## config.mk

```make
export PLATFORM = sky130hd
export DESIGN_NAME = red_pitaya_iq_sweep_sequencer
export DESIGN_NICKNAME = d
export VERILOG_FILES = /design/src/rtl/red_pitaya_iq_sweep_sequencer_pkg.sv /design/src/rtl/red_pitaya_iq_accumulator.sv /design/src/rtl/red_pitaya_iq_sweep_sequencer.sv
export SDC_FILE = /design/constraint.sdc
export NUM_CORES = 1
export LEC_CHECK = 0
export CELL_PAD_IN_SITES_DETAIL_PLACEMENT = 2
export CELL_PAD_IN_SITES_GLOBAL_PLACEMENT = 2
export CORE_ASPECT_RATIO = 0.5
export CORE_MARGIN = 2
export CORE_UTILIZATION = 30
export CTS_BUF_LIST = sky130_fd_sc_hd__clkbuf_2
export DETAILED_ROUTE_END_ITERATION = 12
export PLACE_DENSITY = 0.9
export SYNTH_ARGS = -nofsm -noshare
export SYNTH_HDL_FRONTEND = slang
export SYNTH_SLANG_ARGS = --single-unit
```

## constraint.sdc

```tcl
create_clock -name clk_i -period 5.4 [get_ports clk_i]
set_input_delay 1.62 -clock clk_i [delete_from_list [all_inputs] [get_ports clk_i]]
set_output_delay 1.62 -clock clk_i [all_outputs]
set_load 0.1 [all_outputs]
```

## src/rtl/red_pitaya_iq_sweep_sequencer_pkg.sv

```systemverilog
// red_pitaya_iq_sweep_sequencer_pkg: shared FSM states and default widths for the IQ sweep sequencer
package red_pitaya_iq_sweep_sequencer_pkg;
  localparam int DEF_DATABITS = 18;
  localparam int DEF_ACCBITS = 48;
  localparam int DEF_PHASEBITS = 32;
  localparam int DEF_CNTBITS = 30;
  typedef enum logic [1:0] {IDLE, SETTLE, INTEGRATE, OUTPUT} state_t;
endpackage

```

## src/rtl/red_pitaya_iq_accumulator.sv

```systemverilog
// red_pitaya_iq_accumulator: signed I/Q accumulator pair with clear and enable
// Ports: clk, rst (sync active-high), clr (zeroes both sums, wins over en),
//        en (adds sign-extended i_in/q_in), acc_i/acc_q (running sums).
module red_pitaya_iq_accumulator #(
  parameter int DATABITS = 18,
  parameter int ACCBITS = 48
) (
  input  logic                       clk,
  input  logic                       rst,
  input  logic                       clr,
  input  logic                       en,
  input  logic signed [DATABITS-1:0] i_in,
  input  logic signed [DATABITS-1:0] q_in,
  output logic signed [ACCBITS-1:0]  acc_i,
  output logic signed [ACCBITS-1:0]  acc_q
);
  always_ff @(posedge clk) begin
    if (rst || clr) begin
      acc_i <= '0;
      acc_q <= '0;
    end else if (en) begin
      acc_i <= acc_i + ACCBITS'(i_in);
      acc_q <= acc_q + ACCBITS'(q_in);
    end
  end
endmodule

```

## src/rtl/red_pitaya_iq_sweep_sequencer.sv

```systemverilog
// red_pitaya_iq_sweep_sequencer: steps an NCO increment over N points, settling then integrating I/Q per point
// Ports: clk_i/rst_i (sync active-high); start_i/abort_i control; points_i, start_inc_i,
//        step_inc_i, settle_cycles_i, avg_cycles_i config latched at start; i_in/q_in samples;
//        phase_inc_o NCO increment; busy_o/done_o status; res_* valid/ready result stream.
module red_pitaya_iq_sweep_sequencer
  import red_pitaya_iq_sweep_sequencer_pkg::*;
#(
  parameter int DATABITS = DEF_DATABITS,
  parameter int ACCBITS = DEF_ACCBITS,
  parameter int PHASEBITS = DEF_PHASEBITS,
  parameter int CNTBITS = DEF_CNTBITS
) (
  input  logic                       clk_i,
  input  logic                       rst_i,
  input  logic                       start_i,
  input  logic                       abort_i,
  input  logic [15:0]                points_i,
  input  logic [PHASEBITS-1:0]       start_inc_i,
  input  logic [PHASEBITS-1:0]       step_inc_i,
  input  logic [CNTBITS-1:0]         settle_cycles_i,
  input  logic [CNTBITS-1:0]         avg_cycles_i,
  input  logic signed [DATABITS-1:0] i_in,
  input  logic signed [DATABITS-1:0] q_in,
  output logic [PHASEBITS-1:0]       phase_inc_o,
  output logic                       busy_o,
  output logic                       done_o,
  output logic                       res_valid_o,
  input  logic                       res_ready_i,
  output logic signed [ACCBITS-1:0]  res_i_o,
  output logic signed [ACCBITS-1:0]  res_q_o,
  output logic [15:0]                res_index_o
);
  state_t state;
  logic [15:0] idx, pts;
  logic [PHASEBITS-1:0] step;
  logic [CNTBITS-1:0] settle, avg, cnt, last;
  // avg of 0 still integrates one sample
  assign last = (avg == '0) ? '0 : avg - 1'b1;
  assign busy_o = state != IDLE;
  assign res_index_o = idx;
  always_ff @(posedge clk_i) begin
    if (rst_i) begin
      state <= IDLE;
      phase_inc_o <= '0;
      done_o <= 1'b0;
      res_valid_o <= 1'b0;
      idx <= '0;
      pts <= '0;
      step <= '0;
      settle <= '0;
      avg <= '0;
      cnt <= '0;
    end else begin
      done_o <= 1'b0;
      if (state != IDLE && abort_i) begin
        state <= IDLE;
        res_valid_o <= 1'b0;
      end else begin
        case (state)
          IDLE: if (start_i && !abort_i && points_i != '0) begin
            pts <= points_i;
            step <= step_inc_i;
            settle <= settle_cycles_i;
            avg <= avg_cycles_i;
            phase_inc_o <= start_inc_i;
            idx <= '0;
            cnt <= '0;
            state <= SETTLE;
          end
          SETTLE: begin
            cnt <= (cnt == settle) ? '0 : cnt + 1'b1;
            if (cnt == settle) state <= INTEGRATE;
          end
          INTEGRATE: begin
            cnt <= (cnt == last) ? '0 : cnt + 1'b1;
            if (cnt == last) begin
              state <= OUTPUT;
              res_valid_o <= 1'b1;
            end
          end
          OUTPUT: if (res_ready_i) begin
            res_valid_o <= 1'b0;
            if (idx == pts - 16'd1) begin
              state <= IDLE;
              done_o <= 1'b1;
            end else begin
              idx <= idx + 16'd1;
              phase_inc_o <= phase_inc_o + step;
              state <= SETTLE;
            end
          end
          default: state <= IDLE;
        endcase
      end
    end
  end
  // sums are cleared throughout SETTLE so INTEGRATE always starts from zero,
  // and hold their value in OUTPUT so the result stays stable under backpressure
  red_pitaya_iq_accumulator #(.DATABITS(DATABITS), .ACCBITS(ACCBITS)) u_acc (
    .clk(clk_i),
    .rst(rst_i),
    .clr(state == SETTLE),
    .en(state == INTEGRATE),
    .i_in(i_in),
    .q_in(q_in),
    .acc_i(res_i_o),
    .acc_q(res_q_o)
  );
endmodule

```

# Yosys cells after proc, flatten, opt, wreduce, memory -nomap -nowiden
# Cells that the tools add are included.
# word_totals
output_inout_bits	147
wordCells	75
in_bits	181
reg_bits	286
mem_count	0
mem_bits_rw	0
latch_bits	0
mem_bits_ro	0
# op_classes
shifts	0
magnitude_cmp	0
n_mul	0
n_bitwise	3
eq_ne	11
mux	23
addsub	7
div_mod_pow	0
reduce_logical	19
# ops
op	count
2-to-1 mux 30 bit	4
adder 48 x 18 -> 48 bit	2
2-to-1 mux 32 bit	3
case mux 30 bit (3 select lines)	1
case mux 32 bit (2 select lines)	1
equality test 30 bit	2
2-to-1 mux 16 bit	3
adder 32 bit	1
case mux 16 bit (2 select lines)	1
adder 30 x 1 -> 30 bit (second input constant)	1
zero test 30 bit	1
subtractor 30 x 1 -> 30 bit (second input constant)	1
adder 16 x 1 -> 16 bit (second input constant)	1
equality test 16 bit	1
nonzero test 16 bit	1
subtractor 16 x 1 -> 16 bit (second input constant)	1
inequality test 2 bit (second input constant)	5
AND reduction 3 bit	3
2-to-1 mux 2 bit	4
case mux 2 bit (4 select lines)	1
nonzero test 2 bit	3
AND reduction 5 bit	1
equality test 2 bit (second input constant)	2
2-to-1 mux 1 bit	4
11 further kinds	15

# Depth between registers and ports, before layout
# Gate-level depths: netlist of the first run.
# depth
depth_word	5
ltp_mapped	16
mapped_depth_nobuf	14

# Modules after synthesis
# A second synthesis of the first run with hierarchy kept.
# hier_totals
hier_cells	2537
hier_area_um2	19864.1
# modules_own_cells
mod	area_each_um2	instances	cells_each	seq_area_each_um2
red_pitaya_iq_sweep_sequencer	11559.8	1	1510	3803.6
red_pitaya_iq_accumulator	8304.2	1	1027	1921.8

# Worst setup path before layout of the first run
# OpenSTA, ideal clock, no wires.
# synth_path
path_type	input to register
from	input q_in[0]
to	register u_acc.acc_q[46]
path_stages	14
arrival_ns	4.312
slack_ns	0.959
path_cell_list	ha_1 inv_1 fa_1 nand2b_1 a21oi_1 o211ai_1 and2_1 o31ai_1 o211ai_1 o21ai_0 a211oi_1 o21ai_0 xnor2_1 o21ai_0
# synth_via
elab_chain_cells	1
# synth_rtl
item	line_no	rtl
from (decl)	red_pitaya_iq_sweep_sequencer.sv:23	input logic signed [DATABITS-1:0] q_in,
adder 48 x 18 -> 48 bit	red_pitaya_iq_accumulator.sv:23	acc_q <= acc_q + ACCBITS'(q_in);
to (signal assigned)	red_pitaya_iq_accumulator.sv:23	
to (decl)	red_pitaya_iq_accumulator.sv:15	output logic signed [ACCBITS-1:0] acc_q
# No other way between the ends.
# A chain may end at the register's enable or synchronous reset.

# Final worst setup path of the first run
# layout_path
from	register state[1]
to	output busy_o
# layout_via
elab_chain_cells	1
# layout_rtl
item	line_no	rtl
from (decl)	red_pitaya_iq_sweep_sequencer.sv:33	state_t state;
from (signal assigned)	red_pitaya_iq_sweep_sequencer.sv:43	state <= IDLE;
from (signal assigned)	red_pitaya_iq_sweep_sequencer.sv:56	state <= IDLE;
from (signal assigned)	red_pitaya_iq_sweep_sequencer.sv:68	state <= SETTLE;
nonzero test 2 bit	red_pitaya_iq_sweep_sequencer.sv:39	assign busy_o = state != IDLE;
to (decl)	red_pitaya_iq_sweep_sequencer.sv:25	output logic busy_o,
# No other way between the ends.

==> results of run 1 <==
## path summary, 6_finish.rpt
kind / start / to / slack (ns) / cells past startpoint
max: state[1] / busy_o / 0.42 / 4
min: step[17] / step[17] / 0.47 / 2
max reg2reg: avg[0] / cnt[14] / 0.76 / 14
min reg2reg: step[17] / step[17] / 0.47 / 2
## per-stage QoR
| step | cells | hold WS (ns) | total power (uW) |
|---|---|---|---|
| after floorplan | 2551 | 0.440 | 6280 |
| after global placement | 3657 | 0.448 | 7570 |
| after detailed placement | 3657 | 0.459 | 7840 |
| after CTS | 3780 | 0.473 | 9680 |
| after global routing | 3792 | 0.497 | 10200 |
| final | 3793 | 0.471 | 9640 |
## power by group through the flow
stage,Sequential (uW),Combinational (uW),Clock (uW)
detailed placement,2730,5110,0
global placement,2700,4870,0
CTS,2690,5170,1820
finish,2690,5200,1760
global route,2730,5530,1930
floorplan,3880,2400,0
## cells in the final DEF (no fill, tap or decap), types with 39 or more instances in the layout
cell type / Yosys / routed
a21o_1: 72 / 72
nand3_1: 63 / 63
a21oi_1: 261 / 260
xnor2_1: 94 / 94
nor2_1: 225 / 225
xor2_1: 91 / 91
clkdlybuf4s50_1: 0 / 326
mux2i_1: 80 / 80
nand2_1: 363 / 362
o21ai_0: 114 / 114
o21ai_1: 39 / 39
a211oi_1: 55 / 55
inv_1: 62 / 62
clkbuf_2: 0 / 107
ha_1: 133 / 131
dfxtp_1: 286 / 286
## kinds of logic (layout without fill, tap and decap cells)
| kind of cell | after synthesis | after routing | share of synthesized area [%] |
|---|---|---|---|
| adder cells (fa/ha/maj) | 136 | 136 | 8.80 |
| AO/OA/AOI/OAI | 733 | 733 | 23.4 |
| multiplexers | 82 | 82 | 4.20 |
| other | 0 | 13 | 0 |
| flip-flops | 286 | 286 | 29.2 |
| buffers and inverters | 206 | 551 | 4.01 |
| AND/OR/NAND/NOR | 923 | 923 | 22.1 |
| XOR/XNOR | 185 | 185 | 8.27 |
## layer usage
layer	vias to the layer above	GRT usage, %	share of wire [%]
met1	10600	27.8	41
met3	227	4.13	3.7
met2	459	45.8	51
met4	4	13.1	4.9
met5	-	0	0.031
li1	9739	-	-
## critical path, stage by stage (launching register included)
cell and delay, ns:
dfxtp_1 0.51, inv_1 0.13, ha_1 0.29, inv_1 0.13, clkdlybuf4s50_1 1.22
## state kept, by name, summed over array words and instances, names as in the netlist, 2 cells and up
signal and count:
u_acc.acc_q 48, avg 30, cnt 30, phase_inc_o 32, step 32, pts 16, u_acc.acc_i 48, res_index_o 16
state 2, settle 30
## layout make-up
type | instances | area (um^2) | area share [%]
multi-input cells | 2059 | 13100 | 53.5
flip-flops and latches | 286 | 5730 | 23.4
clock buffers | 107 | 536 | 2.19
diodes | 13 | 32.5 | 0.133
well taps | 884 | 1110 | 4.52
inverters | 63 | 236 | 0.966
clock inverters | 16 | 148 | 0.603
repair buffers | 365 | 3590 | 14.7
==> out/results.tsv, run 1 <==
metric	value	unit
largest net degree at the start of global routing	102	
Cell Int Power	4640	uW
synthesized cell area	19600	um^2
Routed WL	86.9	mm
most common cell in the netlist	nand2_1	
Hold-fix buffers, CTS	0	
Starting DRT DRC Count	1055	
HP Class	register to register	
core footprint	64700	um^2
CTS root buf	clkbuf_2	
fin. max-slew vios	0	
maximum capacitance violations	0	
Period minus WS final	4.98	ns
IO Port Bufs	327	
Fillers	7436	
outcome	finished, final reports clean	
grt ovf	0	
Clk Latency, worst-skew pair	1.09	ns
synth top area cells	dfxtp_1 29%, ha_1 8.5%, nand2_1 7.0%	
Total GRT Usage	25.0	%
share of power burned in the clock network	18.2	%
switching share of power	51.9	%
Pwr Density	394	nW/um^2
clk sinks	286	
Max Root-Sink Buffers	3	
Critical Path Fanout Max	6	
Synth area leader	dfxtp_1	
Die Footprint	67500	um^2
sw power	5000	uW
final instance area	24500	um^2
crit end category	primary output	
final worst slack	0.419	ns
area post-placement	23800	um^2
Placement Setup Slack	-0.111	ns
Die W	365	um
Die Height	185	um
DR DRC count	0	
synth cell count leaders	363 x nand2_1, 286 x dfxtp_1, 261 x a21oi_1	
TritonCTS clock tree	built	
sequential power share	27.9	%
cell count after synthesis	2551	
Worst VDD drop	0.220	mV
gpl congestion	0.880	
drt pass-1 iters	5	
Critical Path RT	3.78	ns
WS Path Type	register to primary output	
DR vias	21100	
Slew @ Worst Pin	1.18	ns
Ports	328	
first-pass GRT wire length	134	mm
Final Hold Viols	0	
Std-Cell Rows	66	
Post-synth EDFFs	0	
final net count	3169	
initial core utilization	30.3	%
synth unique cells	84	
clk_skew	0.110	ns
fin crit share	92.2	%
final core utilization	37.8	%
area growth from synthesis to layout	25.0	%
CTS buffer count	77	
Clock transition at path regs	0.14	ns
Max-slew headroom	21.1	%
number of global-route vias before repair	23300	
Setup TNS	0	ns
Ys Warns	0	
Logic pwr share	53.9	%
Post-Syn Nets	2868	
post-cts gate resize count	0	
max frequency	0.201	GHz
routed len/inst	22.9	um
setup bufs post-CTS	0	
Post-synth ARST share	0	%
Setup Viol. Count Final	0	
register area share after synthesis	29.2	%
prevailing post-synth register cell	dfxtp_1	
RSZ-0062 raised after global routing	no	
initial antenna violation count	14	
Synth Area per Inst	7.68	um^2
register bit total from synthesis	286	
post-synth top area share	29.2	%
DRT antenna net count	0	
routed via count divided by cell count	5.55	
leakage power	0.00980	uW
Final HPWL DP	63.1	mm
Critical Path Start Type	register	
H-tree depth	3	
layout cell share with drive strength beyond 1	6.46	%
CP arrival	3.36	ns
No activity file was read; power rests on OpenSTA's default activity.
==> inputs of run 2 (changes only) <==
CORE_UTILIZATION = 32   (was 30)
PLACE_DENSITY = 0.95   (was 0.9)
TNS_END_PERCENT = 30   (was not set)
==> out/results.tsv, run 2 (same netlist as run 1, synthesis figures left out) <==
metric	value	unit	change
Critical Path Fanout Max	17		+11
HP Class	register to register		
Die W	354	um	-3.1%
Final Hold Viols	0		unchanged
initial core utilization	32.2	%	+2.0 points
Routed WL	96.7	mm	+11%
core footprint	60800	um^2	-6.1%
final net count	3172		+0.095%
CP arrival	6.16	ns	+2.80 ns
Ports	328		unchanged
area growth from synthesis to layout	24.9	%	
H-tree depth	3		unchanged
Pwr Density	404	nW/um^2	+2.6%
crit end category	register		
Critical Path RT	6.38	ns	+2.60 ns
Period minus WS final	5.18	ns	+0.200 ns
Clk Latency, worst-skew pair	1.17	ns	+0.08 ns
post-cts gate resize count	0		unchanged
largest net degree at the start of global routing	100		-2.0%
layout cell share with drive strength beyond 1	6.81	%	+0.35 points
CTS buffer count	79		+2.6%
WS Path Type	register to register		
fin. max-slew vios	0		unchanged
Setup Viol. Count Final	0		unchanged
RSZ-0062 raised after global routing	no		
first-pass GRT wire length	147	mm	+9.8%
drt pass-1 iters	5		unchanged
clk sinks	286		unchanged
Clock transition at path regs	0.13	ns	about the same
DRT antenna net count	0		unchanged
Largest regs	u_acc.acc_i x48, u_acc.acc_q x48		
Worst path max stage delay	0.65	ns	-0.57 ns
number of global-route vias before repair	24500		+5.5%
Max-slew headroom	16.3	%	-4.8 points
most frequent cells in the layout	362 x nand2_1, 326 x clkdlybuf4s50_1, 286 x dfxtp_1, 260 x a21oi_1, 225 x nor2_1		
clk_skew	0.167	ns	+0.0570 ns
DR DRC count	0		unchanged
fin crit share	95.9	%	+3.7 points
Std-Cell Rows	64		-3.0%
routed len/inst	25.8	um	+13%
Worst path most repeated cell	o21ai_1		
max frequency	0.193	GHz	-3.9%
setup bufs post-CTS	0		unchanged
Slew @ Worst Pin	1.24	ns	+0.0602 ns
routed via count divided by cell count	5.87		+5.7%
crit path cell chain	inv_1 -> ha_1 -> or4b_1 -> nor3_4 -> nand4_1 -> a31oi_1 -> o2111ai_1 -> nor4_2 -> nand3b_1 -> o31ai_4 -> buf_4 -> nor2_1 -> o21ai_1 -> o21ai_1		
Max Root-Sink Buffers	3		unchanged
TritonCTS clock tree	built		
Die Footprint	63300	um^2	-6.1%
Min Hold Slack	0.470	ns	-0.000922 ns
gpl congestion	0.883		+0.40%
Die Height	179	um	-3.1%
initial antenna violation count	14		unchanged
maximum capacitance violations	0		unchanged
grt ovf	0		unchanged
Total GRT Usage	29.4	%	+4.4 points
commonest non-fill, non-tap cell in the layout	nand2_1		
Starting DRT DRC Count	1410		+34%
final core utilization	40.2	%	+2.4 points
outcome	finished, final reports clean		
Critical Path Start Type	register		
CTS root buf	clkbuf_2		
Hold-fix buffers, CTS	0		unchanged
Worst VDD drop	0.338	mV	+54%
Final HPWL DP	66.1	mm	+4.8%
leakage power	0.00983	uW	+0.31%
DR vias	22000		+4.5%
IO Port Bufs	327		unchanged
Worst path slowest cell	or4b_1		
## run 2: cell count changes in the layout (fill, tap and decap cells not counted), sizes merged
cell | before | now
bufinv | 3 | 2
clkinv | 13 | 18
clkbuf | 107 | 114
buf | 39 | 40
diode | 13 | 17
## run 2: metal layers
layer / wire (um) / global-route usage, % / up-vias
met5: 0 / 0 / -
li1: - / - / 9765
met2: 48200 / 53.5 / 823
met4: 6220 / 19.8 / 0
met1: 37800 / 31.5 / 11000
met3: 4470 / 5.35 / 405
## run 2: area by class of cell
| cell class | instances | area, um^2 |
|---|---|---|
| multi-input cells | 2059 | 13100 |
| well taps | 825 | 1030 |
| inverters | 63 | 236 |
| flip-flops and latches | 286 | 5730 |
| fillers | 6876 | 36300 |
| clock inverters | 20 | 149 |
| repair buffers | 366 | 3590 |
| diodes | 17 | 42.5 |
| clock buffers | 114 | 571 |
## run 2: path summary, 6_finish.rpt
| kind | from | to | slack (ns) | cells past startpoint |
|---|---|---|---|---|
| setup reg to reg | avg[0] | cnt[6] | 0.22 | 14 |
| setup / recovery | avg[0] | cnt[6] | 0.22 | 14 |
| hold reg to reg | step[22] | step[22] | 0.47 | 2 |
| hold / removal | step[22] | step[22] | 0.47 | 2 |
## run 2: power by group
part | internal (uW) | total, uW | switching, uW
Combinational | 1590 | 5310 | 3720
Sequential | 2380 | 2710 | 330
Clock | 662 | 1860 | 1190
Total | 4630 | 9880 | 5250
## run 2: critical path: cells and delay by family (launching register included)
family	cells	cell delay, ns
AO/OA/AOI/OAI	5	1.62
buffers and inverters	2	0.50
AND/OR/NAND/NOR	6	2.18
flip-flops	1	0.39
adder cells (fa/ha/maj)	1	0.30
## run 2: stage by stage
stage               cell area, um^2  setup slack, ns  setup TNS [ns]  instances  total power [uW]
floorplan                     19600            0.959               0       2551              6280
global placement              23700            0.139               0       3599              7530
detailed placement            23700           -0.177          -0.435       3599              7860
CTS                           24400            0.233               0       3733              9850
global route                  24500            0.168               0       3750             10400
finish                        24500            0.219               0       3750              9880
==> inputs of run 3 (changes only) <==
PLACE_DENSITY = not set   (was 0.95)
PLACE_DENSITY_LB_ADDON = 0.1   (was not set)
SKIP_LAST_GASP = 1   (was not set)
==> out/results.tsv, run 3 (same netlist as run 1, synthesis figures left out) <==
metric	value	unit	change
crit end category	primary output		
Period minus WS final	4.84	ns	-0.342 ns
maximum capacitance violations	0		unchanged
initial antenna violation count	4		-10
H-tree depth	3		unchanged
TritonCTS clock tree	built		
multi-input logic area	13100	um^2	unchanged
first-pass GRT wire length	117	mm	-20%
Critical Path Fanout Max	6		-11
Ports	328		unchanged
Max-slew headroom	26.2	%	+9.9 points
largest net degree at the start of global routing	80		-20%
initial core utilization	32.2	%	unchanged
Clk Latency, worst-skew pair	1.06	ns	-0.11 ns
layout cell share with drive strength beyond 1	6.88	%	+0.071 points
Max Root-Sink Buffers	3		unchanged
final net count	3173		+0.032%
final core utilization	40.2	%	-0.084 points
Largest regs	u_acc.acc_i x48, u_acc.acc_q x48		
RSZ-0062 raised after global routing	no		
commonest non-fill, non-tap cell in the layout	nand2_1		
grt ovf	0		unchanged
Worst VDD drop	0.452	mV	+34%
DRT antenna net count	0		unchanged
fin crit share	89.6	%	-6.3 points
Die Footprint	63300	um^2	unchanged
most frequent cells in the layout	362 x nand2_1, 326 x clkdlybuf4s50_1, 286 x dfxtp_1, 260 x a21oi_1, 225 x nor2_1		
WS Path Type	register to primary output		
area growth from synthesis to layout	24.6	%	
Die Height	179	um	unchanged
Critical Path Start Type	register		
routed len/inst	19.5	um	-24%
Routed WL	72.9	mm	-25%
hold path start	step[4]		
FF/Latch Area	5730	um^2	unchanged
IO Port Bufs	327		unchanged
Critical Path RT	3.78	ns	-2.60 ns
crit path launch	state[0]		
Final HPWL DP	54.7	mm	-17%
Std-Cell Rows	64		unchanged
HP Class	register to register		
leakage power	0.00983	uW	about the same
fin. max-slew vios	0		unchanged
max frequency	0.207	GHz	+7.1%
setup bufs post-CTS	0		unchanged
Starting DRT DRC Count	638		-55%
Clock transition at path regs	0.11	ns	-0.02 ns
CTS root buf	clkbuf_2		
Hold-fix buffers, CTS	0		unchanged
final instance area	24400	um^2	-0.21%
Setup TNS	0	ns	unchanged
clk_skew	0.0970	ns	-0.0700 ns
post-cts gate resize count	0		unchanged
CP arrival	3.22	ns	-2.94 ns
clk sinks	286		unchanged
area post-placement	23700	um^2	about the same
DR DRC count	0		unchanged
Final Hold Viols	0		unchanged
DR vias	19900		-9.4%
Fillers	7043		+2.4%
core footprint	60800	um^2	unchanged
outcome	finished, final reports clean		
Pwr Density	382	nW/um^2	-5.4%
drt pass-1 iters	4		-1
Setup Viol. Count Final	0		unchanged
routed via count divided by cell count	5.34		-9.1%
worst flop-to-flop path startpoint	avg[0]		
Total GRT Usage	22.8	%	-6.6 points
CTS buffer count	78		-1.3%
Slew @ Worst Pin	1.10	ns	-0.141 ns
number of global-route vias before repair	21400		-13%
Die W	354	um	unchanged
gpl congestion	0.852		-3.6%
==> run 3: cell types whose count changed in the layout (fill, tap and decap cells not counted) <==
cell,change
diode_2,-15
bufinv_16,-1
clkbuf_2,-1
buf_4,+2
clkinv_1,-3
inv_6,+2
==> run 3: routing by layer <==
metal  track usage (%)  vias up  wire length [um]
met3              3.67       91              2240
met2              40.8      271             35700
met5                 0        -                27
li1                  -     9753                 -
met4              5.21        4              1250
met1              28.8     9805             33700
==> run 3: worst max-delay path, cell delays in order, from the launching register on <==
cell and delay, ns:
dfxtp_1 0.38, inv_1 0.13, ha_1 0.32, inv_1 0.13, clkdlybuf4s50_1 1.19
==> run 3: worst paths after layout <==
path,depth (start not counted),slack (ns),endpoint
worst min register to register,2,0.47,step[4]
worst max register to register,11,0.68,cnt[28]
worst min-delay path,2,0.47,step[4]
worst max-delay path,4,0.56,busy_o
==> run 3: report_power, final <==
group	switching, uW	internal (uW)	leakage (uW)
Combinational	3380	1590	0.00698
Sequential	298	2380	0.00232
Clock	1060	615	0.000527
==> run 3: through the flow <==
| stage | power (uW) | setup WS [ns] | hold slack [ns] | cells |
|---|---|---|---|---|
| detailed placement | 7720 | 0.0351 | 0.459 | 3601 |
| global placement | 7610 | 0.0901 | 0.449 | 3601 |
| floorplan | 6280 | 0.959 | 0.440 | 2551 |
| finish | 9330 | 0.561 | 0.471 | 3734 |
| global route | 10000 | 0.305 | 0.492 | 3733 |
| CTS | 9480 | 0.377 | 0.474 | 3732 |
==> run 3: final cells by class <==
cell class | count | area share, %
diodes | 2 | 0.0205
well taps | 825 | 4.23
flip-flops and latches | 286 | 23.5
clock inverters | 18 | 0.513
inverters | 63 | 0.969
multi-input cells | 2059 | 53.7
clock buffers | 113 | 2.32
repair buffers | 368 | 14.8
